### config.mk
export PLATFORM = sky130hd
export DESIGN_NAME = clk_period_meter
export DESIGN_NICKNAME = d
export VERILOG_FILES = /design/src/rtl/clk_period_meter_pkg.sv /design/src/rtl/clk_period_meter_sync_edge_det.sv /design/src/rtl/clk_period_meter.sv
export SDC_FILE = /design/constraint.sdc
export NUM_CORES = 1
export LEC_CHECK = 0
export BUFFER_PORTS_ARGS = -buffer_cell sky130_fd_sc_hd__buf_4
export CORE_UTILIZATION = 45
export CTS_CLUSTER_SIZE = 28
export DETAILED_ROUTE_END_ITERATION = 12
export PLACE_DENSITY = 0.67
export SYNTH_ARGS = -nofsm -noshare
export SYNTH_HDL_FRONTEND = slang
export SYNTH_SLANG_ARGS = --single-unit
### constraint.sdc
create_clock -name clk -period 9.5 [get_ports clk]
set_input_delay 1.425 -clock clk [delete_from_list [all_inputs] [get_ports clk]]
set_output_delay 1.425 -clock clk [all_outputs]
set_load 0.02 [all_outputs]
### src/rtl/clk_period_meter_pkg.sv
// Shared types and constants for the period meter and the clock-divider blocks.
package clk_period_meter_pkg;

  localparam int unsigned ClkHz = 100000000;
  localparam int unsigned DefaultCntW = 32;

  typedef enum logic [1:0] {
    StIdle,
    StMeasHigh,
    StMeasLow
  } state_e;

endpackage

### src/rtl/clk_period_meter_sync_edge_det.sv
// Two-flop synchronizer plus history flop; produces synchronized level and one-cycle edge strobes.
module clk_period_meter_sync_edge_det (
  input  logic clk,
  input  logic rst,
  input  logic d,
  output logic level,
  output logic rise,
  output logic fall
);

  logic s1_q, s2_q, s3_q;

  always_ff @(posedge clk or posedge rst) begin
    if (rst) begin
      s1_q <= 1'b0;
      s2_q <= 1'b0;
      s3_q <= 1'b0;
    end else begin
      s1_q <= d;
      s2_q <= s1_q;
      s3_q <= s2_q;
    end
  end

  assign level = s2_q;
  assign rise  = s2_q & ~s3_q;
  assign fall  = ~s2_q & s3_q;

endmodule

### src/rtl/clk_period_meter.sv
// Measures period and high time of a slow asynchronous square wave in clk cycles,
// with a one-cycle result strobe and a loss-of-signal timeout.
module clk_period_meter
  import clk_period_meter_pkg::*;
#(
  parameter int unsigned CLK_HZ  = ClkHz,
  parameter int unsigned CNT_W   = DefaultCntW,
  parameter int unsigned TIMEOUT = 2 * CLK_HZ
) (
  input  logic             clk,
  input  logic             rst,
  input  logic             sig_in,
  output logic [CNT_W-1:0] period_out,
  output logic [CNT_W-1:0] high_out,
  output logic             meas_valid,
  output logic             timeout_out
);

  localparam logic [CNT_W-1:0] TimeoutCnt = CNT_W'(TIMEOUT);
  localparam logic [CNT_W-1:0] One        = CNT_W'(1);

  logic sig_level_unused;
  logic rise, fall;

  clk_period_meter_sync_edge_det u_sync (
    .clk   (clk),
    .rst   (rst),
    .d     (sig_in),
    .level (sig_level_unused),
    .rise  (rise),
    .fall  (fall)
  );

  state_e           state_q, state_d;
  logic [CNT_W-1:0] cnt_q, cnt_d;
  logic [CNT_W-1:0] high_lat_q, high_lat_d;
  logic [CNT_W-1:0] period_q, period_d;
  logic [CNT_W-1:0] high_q, high_d;
  logic             valid_q, valid_d;
  logic             timeout_q, timeout_d;

  always_comb begin
    state_d    = state_q;
    cnt_d      = cnt_q;
    high_lat_d = high_lat_q;
    period_d   = period_q;
    high_d     = high_q;
    valid_d    = 1'b0;
    timeout_d  = timeout_q;
    unique case (state_q)
      StIdle: begin
        cnt_d = '0;
        if (rise) begin
          state_d = StMeasHigh;
          cnt_d   = One;
        end
      end
      StMeasHigh: begin
        cnt_d = cnt_q + One;
        // A rise here means a missed fall; restart the measurement silently.
        if (rise) begin
          cnt_d = One;
        end else if (fall) begin
          state_d    = StMeasLow;
          high_lat_d = cnt_q;
        end else if (cnt_q == TimeoutCnt) begin
          state_d   = StIdle;
          cnt_d     = '0;
          timeout_d = 1'b1;
        end
      end
      StMeasLow: begin
        cnt_d = cnt_q + One;
        // Edge takes priority over a coincident timeout.
        if (rise) begin
          state_d   = StMeasHigh;
          cnt_d     = One;
          period_d  = cnt_q;
          high_d    = high_lat_q;
          valid_d   = 1'b1;
          timeout_d = 1'b0;
        end else if (cnt_q == TimeoutCnt) begin
          state_d   = StIdle;
          cnt_d     = '0;
          timeout_d = 1'b1;
        end
      end
      default: begin
        state_d = StIdle;
        cnt_d   = '0;
      end
    endcase
  end

  always_ff @(posedge clk or posedge rst) begin
    if (rst) begin
      state_q    <= StIdle;
      cnt_q      <= '0;
      high_lat_q <= '0;
      period_q   <= '0;
      high_q     <= '0;
      valid_q    <= 1'b0;
      timeout_q  <= 1'b0;
    end else begin
      state_q    <= state_d;
      cnt_q      <= cnt_d;
      high_lat_q <= high_lat_d;
      period_q   <= period_d;
      high_q     <= high_d;
      valid_q    <= valid_d;
      timeout_q  <= timeout_d;
    end
  end

  assign period_out  = period_q;
  assign high_out    = high_q;
  assign meas_valid  = valid_q;
  assign timeout_out = timeout_q;

endmodule

==> results.py <==
metrics = {
    "critical_path": {
        "r2r_slack_ns": 7.05,
        "reg2reg_to": "period_out[14]$_DFFE_PP0P_",
        "endpoint": "period_out[14]$_DFFE_PP0P_",
        "crit_slowest_cell": "nor2_4",
        "path_depth": 4,
        "crit_type": "reg -> reg",
        "path_max_fanout": 35,
        "crit_chain": "nand2b_1 -> nor2_4 -> buf_4 -> mux2_2",
        "r2r_start": "state_q[0]$_DFFE_PP0P_",
        "cpPeakStageDelay_ns": 0.71,
        "crit_family": "simple AND/OR/NAND/NOR gates",
        "end_kind": "register",
        "rr_worst_depth": 4,
        "cp.required_ns": 9.80,
        "cp.arrival_ns": 2.75,
        "critPathBufInv": 1,
        "worstSetupStartpoint": "state_q[0]$_DFFE_PP0P_",
        "start_kind": "register",
    },
    "routing": {
        "ant_nets": 0,
        "vias": 3633,
        "drcViolationCount": 0,
        "first_iter_violations": 230,
        "routedWlPerCell_um": 16.3,
        "routed_via_density": 5.45,
        "dr.pass1.iters": 4,
        "wirelength_um": 10900,
    },
    "finish": {
        "finish.net_count": 493,
        "final_util": 0.564,
        "drive_above_1_share": 0.415,
        "diodes": 0,
        "area_growth_pct": 20.5,
        "fin_cells": 667,
    },
    "floorplan": {
        "fp.dieH_um": 114,
        "core_area_um2": 12200,
        "start_util": 0.468,
        "io_pins": 69,
        "std_cell_rows": 40,
        "die_area_um2": 13100,
        "fp.dieW_um": 114,
    },
    "clocking": {
        "clk_pin_slew_ns": 0.05,
        "clock_tree.root_cell": "clkbuf_16",
        "post_cts_buffers": 0,
        "clockBufferDepth": 2,
        "htree_levels": 4,
        "cts_resized": 0,
        "cts_made_buffers": 17,
        "postCtsHoldBufs": 0,
        "cts_tree": "yes",
        "clk_latency_ns": 0.42,
        "clock-sinks": 135,
    },
    "synth": {
        "synth-edff-count": 0,
        "yosys-top-cells-area": "dfrtp_1, mux2_2, a22oi_1",
        "syn_nets": 430,
        "synth_top_area_cell": "dfrtp_1",
        "yosys_register_bits": 135,
        "async_reset_ff_frac": 1.00,
        "synth.avg_cell_area_um2": 13.4,
        "synth_top_area_share": 0.594,
        "synth-main-ff-cell": "dfrtp_1",
        "netlist_area_um2": 5690,
        "yosysSeqAreaShare": 0.594,
        "netlist-cell-type-count": 45,
        "syn_inst": 425,
        "yosys_warnings": 0,
    },
    "power": {
        "ir_worst_vdd_mv": 0.118,
        "leakagePower_nw": 3.33,
        "power_density_nw_per_um2": 191,
    },
    "placement": {
        "gp_congestion": 0.773,
        "dp_hpwl_um": 6930,
        "numPortBuffers": 68,
        "dp_slack_ns": 6.63,
        "dp.cells": 637,
    },
    "global_route": {
        "antenna_found_initial": 0,
        "first_global_vias": 3559,
        "grt_pass1_wl_um": 18300,
        "grt_max_degree": 77,
        "grt_use_total": 0.184,
        "grt_overflow": 0,
    },
    "timing": {
        "fin_ws_ns": 7.05,
        "setup-tns-final_ns": 0,
        "setup-violations-final": 0,
        "clock_skew_ns": 0.00629,
        "slew_headroom": 0.411,
        "finalCritPeriodShare": 0.258,
        "fmax_mhz": 408,
        "finalCriticalPeriod_ns": 2.45,
        "drv_slew": 0,
        "hold-worst-slack_ns": 0.356,
        "finalHoldViolCount": 0,
        "rsz0062_at_grt": "false",
        "worst_pin_slew_ns": 0.881,
    },
    "status": {
        "status": "complete, no violations",
    },
    "min_path": {
        "hp-class": "reg -> reg",
    },
    "job": {
        "maxCapViolations": 0,
    },
}
## worst register-to-register path, delay by kind of cell, from the launching register on
kind | cells | cell delay (ns)
buffers and inverters | 1 | 0.53
muxes | 1 | 0.42
DFF | 1 | 0.42
and+or+nand+nor | 2 | 0.97
## Yosys cell counts, drive strengths merged, types with 7 or more instances
| library cell | n |
|---|---|
| a21oi | 14 |
| o21ai | 10 |
| mux2 | 96 |
| clkbuf | 11 |
| and4 | 7 |
| xor2 | 9 |
| nand2 | 21 |
| dfrtp | 135 |
| buf | 17 |
| a22oi | 17 |
| inv | 7 |
| nand3 | 8 |
| or4 | 11 |
| nand4 | 13 |
| or3 | 7 |
| o31ai | 10 |
## where the power goes
group | leakage (nW) | switching (mW) | internal, mW | total [mW]
Combinational | 1.20 | 0.0630 | 0.0416 | 0.105
Sequential | 1.87 | 0.0197 | 0.596 | 0.616
Clock | 0.269 | 0.221 | 0.370 | 0.592
## state kept, by name, summed over array words and instances (netlist names)
signal	flops
high_out	32
high_lat_q	32
u_sync.s3_q	1
timeout_out	1
period_out	32
u_sync.s1_q	1
u_sync.level	1
cnt_q	32
state_q	2
meas_valid	1
## kinds of logic (layout without fill, tap and decap cells)
group | Yosys count | after routing | synth area share
flops | 135 | 135 | 0.594
mux | 96 | 96 | 0.190
simple gates | 87 | 87 | 0.0963
compound gates | 57 | 57 | 0.0664
buf+inv | 35 | 109 | 0.0292
xor+xnor | 13 | 13 | 0.0200
fa+ha+maj | 2 | 2 | 0.00440
## how the worst min path moves through the flow
stage                          start  slack (ns)                endpoint  depth (start not counted)
2_1_floorplan  u_sync.s1_q$_DFF_PP0_        0.33  u_sync.level$_DFF_PP0_                          0
3_3_place_gp   u_sync.s1_q$_DFF_PP0_        0.34  u_sync.level$_DFF_PP0_                          0
3_5_place_dp   u_sync.s1_q$_DFF_PP0_        0.35  u_sync.level$_DFF_PP0_                          0
4_1_cts        u_sync.s1_q$_DFF_PP0_        0.36  u_sync.level$_DFF_PP0_                          0
5_1_grt        u_sync.s1_q$_DFF_PP0_        0.36  u_sync.level$_DFF_PP0_                          0
6_report       u_sync.s1_q$_DFF_PP0_        0.36  u_sync.level$_DFF_PP0_                          0
## per-stage QoR
stage	area, um^2	power (mW)
5_1_grt	6860	1.37
3_3_place_gp	6320	0.728
6_report	6860	1.31
3_5_place_dp	6320	0.731
4_1_cts	6860	1.33
2_1_floorplan	5690	0.695
## cell usage in the layout (no fill, tap or decap), types with 10 or more instances in the layout
cell type,instances
dfrtp_1,135
mux2_2,96
buf_4,72
nand2_1,20
clkbuf_16,17
a22oi_1,16
a21oi_1,14
nand4_1,11
o31ai_1,10
## routing by layer
metal  global-route usage  vias up  part of all wire
met5                    0        -                 0
met4               0.0701        0             0.013
met3               0.0582       15             0.051
met2                0.278       95              0.48
met1                0.249     1832              0.46
li1                     -     1691                 -
## cell type report
cell class	instances	area, um^2
well taps	168	210
repair buffers	72	541
clock inverters	3	15.0
flip-flops and latches	135	3380
multi-input cells	255	2160
clock buffers	27	523
fillers	1023	5300
inverters	7	31.3
No activity file was read; power rests on OpenSTA's default activity.
